==> config.mk <==
export PLATFORM = sky130hd
export DESIGN_NAME = nibble_serial_adder
export DESIGN_NICKNAME = d
export VERILOG_FILES = /design/src/rtl/nibble_serial_adder.sv
export SDC_FILE = /design/constraint.sdc
export NUM_CORES = 1
export LEC_CHECK = 0
export ABC_CLOCK_PERIOD_IN_PS = 1900
export CORE_UTILIZATION = 40
export DETAILED_ROUTE_END_ITERATION = 10
export PLACE_DENSITY = 0.73
export SLEW_MARGIN = 30
export SYNTH_ARGS = -nofsm -noshare
export SYNTH_HDL_FRONTEND = slang
export SYNTH_SLANG_ARGS = --single-unit
==> constraint.sdc <==
create_clock -name clk -period 1.9 [get_ports clk]
set_input_delay 0.38 -clock clk [delete_from_list [all_inputs] [get_ports clk]]
set_output_delay 0.38 -clock clk [all_outputs]
set_load 0.005 [all_outputs]
==> src/rtl/nibble_serial_adder.sv <==
// Multi-nibble add/subtract sequencer driving an external 4-bit ripple adder.
// Operands are fed one nibble per cycle, LSB first, with the carry chained through a register.
module nibble_serial_adder #(
    parameter int NIBBLES = 4
) (
    input  logic                 clk,
    input  logic                 rst_n,
    input  logic                 in_valid,
    output logic                 in_ready,
    input  logic [4*NIBBLES-1:0] op_a,
    input  logic [4*NIBBLES-1:0] op_b,
    input  logic                 op_cin,
    input  logic                 op_sub,
    output logic [3:0]           add_a,
    output logic [3:0]           add_b,
    output logic                 add_cin,
    input  logic [3:0]           add_sum,
    input  logic                 add_cout,
    output logic                 out_valid,
    input  logic                 out_ready,
    output logic [4*NIBBLES-1:0] result,
    output logic                 cout,
    output logic                 overflow
);

    localparam int IDX_W = $clog2(NIBBLES);

    typedef enum logic [1:0] {
        S_IDLE = 2'd0,
        S_RUN  = 2'd1,
        S_DONE = 2'd2
    } state_t;

    state_t                   r_state;
    state_t                   w_state_nxt;
    logic [NIBBLES-1:0][3:0]  r_a;
    logic [NIBBLES-1:0][3:0]  r_b;
    logic [NIBBLES-1:0][3:0]  r_result;
    logic [IDX_W-1:0]         r_idx;
    logic                     r_carry;
    logic                     r_cout;
    logic                     r_ovf;
    logic                     w_accept;
    logic                     w_last;
    logic                     w_out_hs;

    assign w_accept = (r_state == S_IDLE) && in_valid;
    assign w_last   = (r_idx == IDX_W'(NIBBLES - 1));
    assign w_out_hs = (r_state == S_DONE) && out_ready;

    always_ff @(posedge clk or negedge rst_n) begin
        if (!rst_n) begin
            r_state <= S_IDLE;
        end else begin
            r_state <= w_state_nxt;
        end
    end

    always_comb begin
        w_state_nxt = r_state;
        case (r_state)
            S_IDLE:  if (w_accept) w_state_nxt = S_RUN;
            S_RUN:   if (w_last) w_state_nxt = S_DONE;
            S_DONE:  if (w_out_hs) w_state_nxt = S_IDLE;
            default: w_state_nxt = S_IDLE;
        endcase
    end

    // Adder operands are driven only while a nibble is being processed.
    always_comb begin
        in_ready  = 1'b0;
        out_valid = 1'b0;
        add_a     = 4'd0;
        add_b     = 4'd0;
        add_cin   = 1'b0;
        case (r_state)
            S_IDLE: in_ready = 1'b1;
            S_RUN: begin
                add_a   = r_a[r_idx];
                add_b   = r_b[r_idx];
                add_cin = r_carry;
            end
            S_DONE:  out_valid = 1'b1;
            default: ;
        endcase
    end

    always_ff @(posedge clk or negedge rst_n) begin
        if (!rst_n) begin
            r_a      <= '0;
            r_b      <= '0;
            r_result <= '0;
            r_idx    <= '0;
            r_carry  <= 1'b0;
            r_cout   <= 1'b0;
            r_ovf    <= 1'b0;
        end else begin
            case (r_state)
                S_IDLE: begin
                    if (w_accept) begin
                        r_a      <= op_a;
                        r_b      <= op_sub ? ~op_b : op_b;
                        r_carry  <= op_sub ? 1'b1 : op_cin;
                        r_result <= '0;
                        r_idx    <= '0;
                    end
                end
                S_RUN: begin
                    r_result[r_idx] <= add_sum;
                    r_carry         <= add_cout;
                    r_idx           <= r_idx + 1'b1;
                    // Sign of the top nibble sum decides two's-complement overflow.
                    if (w_last) begin
                        r_cout <= add_cout;
                        r_ovf  <= (r_a[NIBBLES-1][3] == r_b[NIBBLES-1][3]) &&
                                  (add_sum[3] != r_a[NIBBLES-1][3]);
                    end
                end
                default: ;
            endcase
        end
    end

    assign result   = r_result;
    assign cout     = r_cout;
    assign overflow = r_ovf;

endmodule

==> results.ini <==
[status]
outcome = complete, but fails checks
violations = negative setup slack

[cts]
cts.sinks = 55
clockBufferDepth = 2
cts_tree = done
htreeDepth = 2
cts-root-buf = clkbuf_8
cts_hold_buf = 0
clk_pin_slew_ns = 0.10
clk-insertion-delay-late_ns = 0.31
numCtsBuffers = 5

[sta]
tns_ns = -1.150
holdWs_ns = 0.04615
rsz0062_at_grt = true
drv_slew = 0
setup_violations = 8
hold_violations = 0
period_minus_slack_ns = 2.097
worst_pin_slew_ns = 0.3684
fin_crit_sh_pct = 110.4
fmax_mhz = 476.9
finalClockSkew_ns = 0.008015
worst_slack_ns = -0.1971
slew_headroom_pct = 75.44

[critical_path]
cp-start-kind = flip-flop
cp-end-kind = output port
cp.required_ns = 1.52
crit_arrival_ns = 1.72
crit_type = reg2out
worstPathMaxFanout = 4
r2r_cells = 8

[floorplanning]
rows = 28
die_y_um = 81.49
die_area_sq_um = 6641
initial_core_util_pct = 42.19
coreArea_sq_um = 5991
io_pins = 72
die_w_um = 81.49

[synth]
syn_nets = 280
syn_area_sq_um = 2527
syn_inst = 233
synth_edf_count = 0
yosysWarnings = 0
synth_compound_area_share_pct = 11.63
synth_seq_cells = 55
synth_seq_area_share_pct = 54.46
ys.flop_type = dfrtp_1
synth-xor-area-share_pct = 5.545
avgSynthCellArea_sq_um = 10.85
synth_top_family_by_area = simple AND/OR/NAND/NOR gates
yosys.area_share.simple_pct = 15.50
synthMuxAreaShare_pct = 7.574
synth_cell_types = 25
async_flop_share_pct = 100.0
yosys.area_share.adder_pct = 1.980

[final_layout]
layout.nets = 370
drive_gt1_share_pct = 19.14
areaGrowthSynthToFinish_pct = 44.50
final_common_cell = nand2_1
diodes = 0
fin_util_pct = 60.96
layout_common_cells = 67 x nand2_1, 59 x clkdlybuf4s50_1, 55 x dfrtp_1

[pwr]
combPwrFrac_pct = 53.7
p_sw_mw = 1.882
p_int_mw = 3.776
ir_drop_mv = 0.7730
pwr-share-clk_pct = 11.2
powerDensity_nw_per_um2 = 1549
p_leak_nw = 1.674
sw_frac_of_total_pct = 33.26
p_seq_share_pct = 35.1

[placement]
dp_hpwl_um = 3914
pre_cts_ws_ns = -0.1161
io_buffer_count = 71
place.gp.congestion = 0.7417

[drt]
drt_iter0_drc = 89
drc = 0
via_per_inst = 5.085
vias = 2029
wl_per_cell_um = 14.01
drtPass1Iterations = 4
ant_nets = 0
wirelength_um = 5590

[global_route]
grt_max_degree = 56
track_usage_pct = 18.78
antenna_found_initial = 0
first_global_vias = 1999
grt_overflow_total = 0
grt_first_pass_wirelength_um = 9225

[min_path]
hp-class = in2async

[job]
cap_viol_max_count = 0

-- cells in the mapped netlist, types with 2 or more instances --
cell      instances  area share [%]
a21oi_1           5            0.99
a22o_1            4             1.4
a32o_1           12             4.8
and2_1           10             2.5
buf_2            13             2.6
clkbuf_1          2            0.30
dfrtp_1          55              54
ha_1              4             2.0
inv_1             3            0.45
mux4_2            8             7.1
nand2_1          67              10
nand2b_1          2            0.49
nand3_1           3            0.59
o21ai_0           3            0.59
o21ai_1          17             3.4
xnor2_1          16             5.5
-- metal layers --
metal,global-route usage [%],vias to the layer above,wire (um)
li1,-,978,-
met4,5.893,0,80
met3,4.222,7,278
met2,30.25,57,2711
met1,25.18,987,2519
met5,0,-,0
-- flip-flops by register name, indices dropped and copies added (netlist names) --
name	cells
r_idx	2
r_state	2
result	16
r_carry	1
r_a	16
r_b	16
cout	1
overflow	1
-- critical path: stages (launching register included) --
cell and delay [ns]:
dfrtp_1 0.44, buf_6 0.15, buf_6 0.09, mux4_2 0.48, and2_4 0.15, buf_6 0.10
-- stage by stage --
stage	cell area (sq um)	std cells	total power, mW
6_report	3652	399	5.657
5_1_grt	3652	399	6.105
4_1_cts	3623	399	5.609
3_5_place_dp	3420	381	4.659
3_3_place_gp	3420	381	4.590
2_1_floorplan	2527	233	3.416
-- final cells by class --
| class | count | area (sq um) |
|---|---|---|
| clock buffer | 5 | 68.82 |
| sequential | 55 | 1376 |
| fill | 499 | 2338 |
| tap | 75 | 93.84 |
| inverter | 3 | 11.26 |
| timing repair buffer | 98 | 994.7 |
| clock inverter | 3 | 20.02 |
| multi-input combinational | 160 | 1087 |
-- repair_timing --
action | 4_1_cts | 5_1_grt
gates resized for setup | 48 | 7
cloned | 1 | 0
hold endpoints to repair | 0 | 0
setup endpoints to repair | 10 | 9
buffers inserted | 9 | 0
pin swaps | 8 | 0
-- power groups by stage --
stage               sequential (mW)  clock (mW)  combinational, mW
floorplan                      1.96           0               1.46
global placement               1.98           0               2.61
detailed placement             2.00           0               2.66
CTS                            1.99       0.658               2.96
global route                   2.05       0.712               3.35
finish                         1.99       0.635               3.04
-- worst paths after layout --
path | start | to | slack (ns)
worst max-delay path | r_idx[0] | add_b[2] | -0.20
worst min-delay path | rst_n | result[8] | 0.05
worst max register to register | r_idx[0] | result[8] | 0.12
worst min register to register | r_a[13] | r_a[13] | 0.48
max in group asynchronous | rst_n | r_a[4] | 1.61
min in group clk | r_a[13] | r_a[13] | 0.48
-- cell families after synthesis --
| kind of cell | count (synthesis) |
|---|---|
| adders and majority gates | 4 |
| buffers and inverters | 18 |
| and+or+nand+nor | 88 |
| xor gates and xnor gates | 16 |
| AOI/OAI and AO/OA | 43 |
| muxes | 9 |
| DFF | 55 |
No activity file was read; power rests on OpenSTA's default activity.
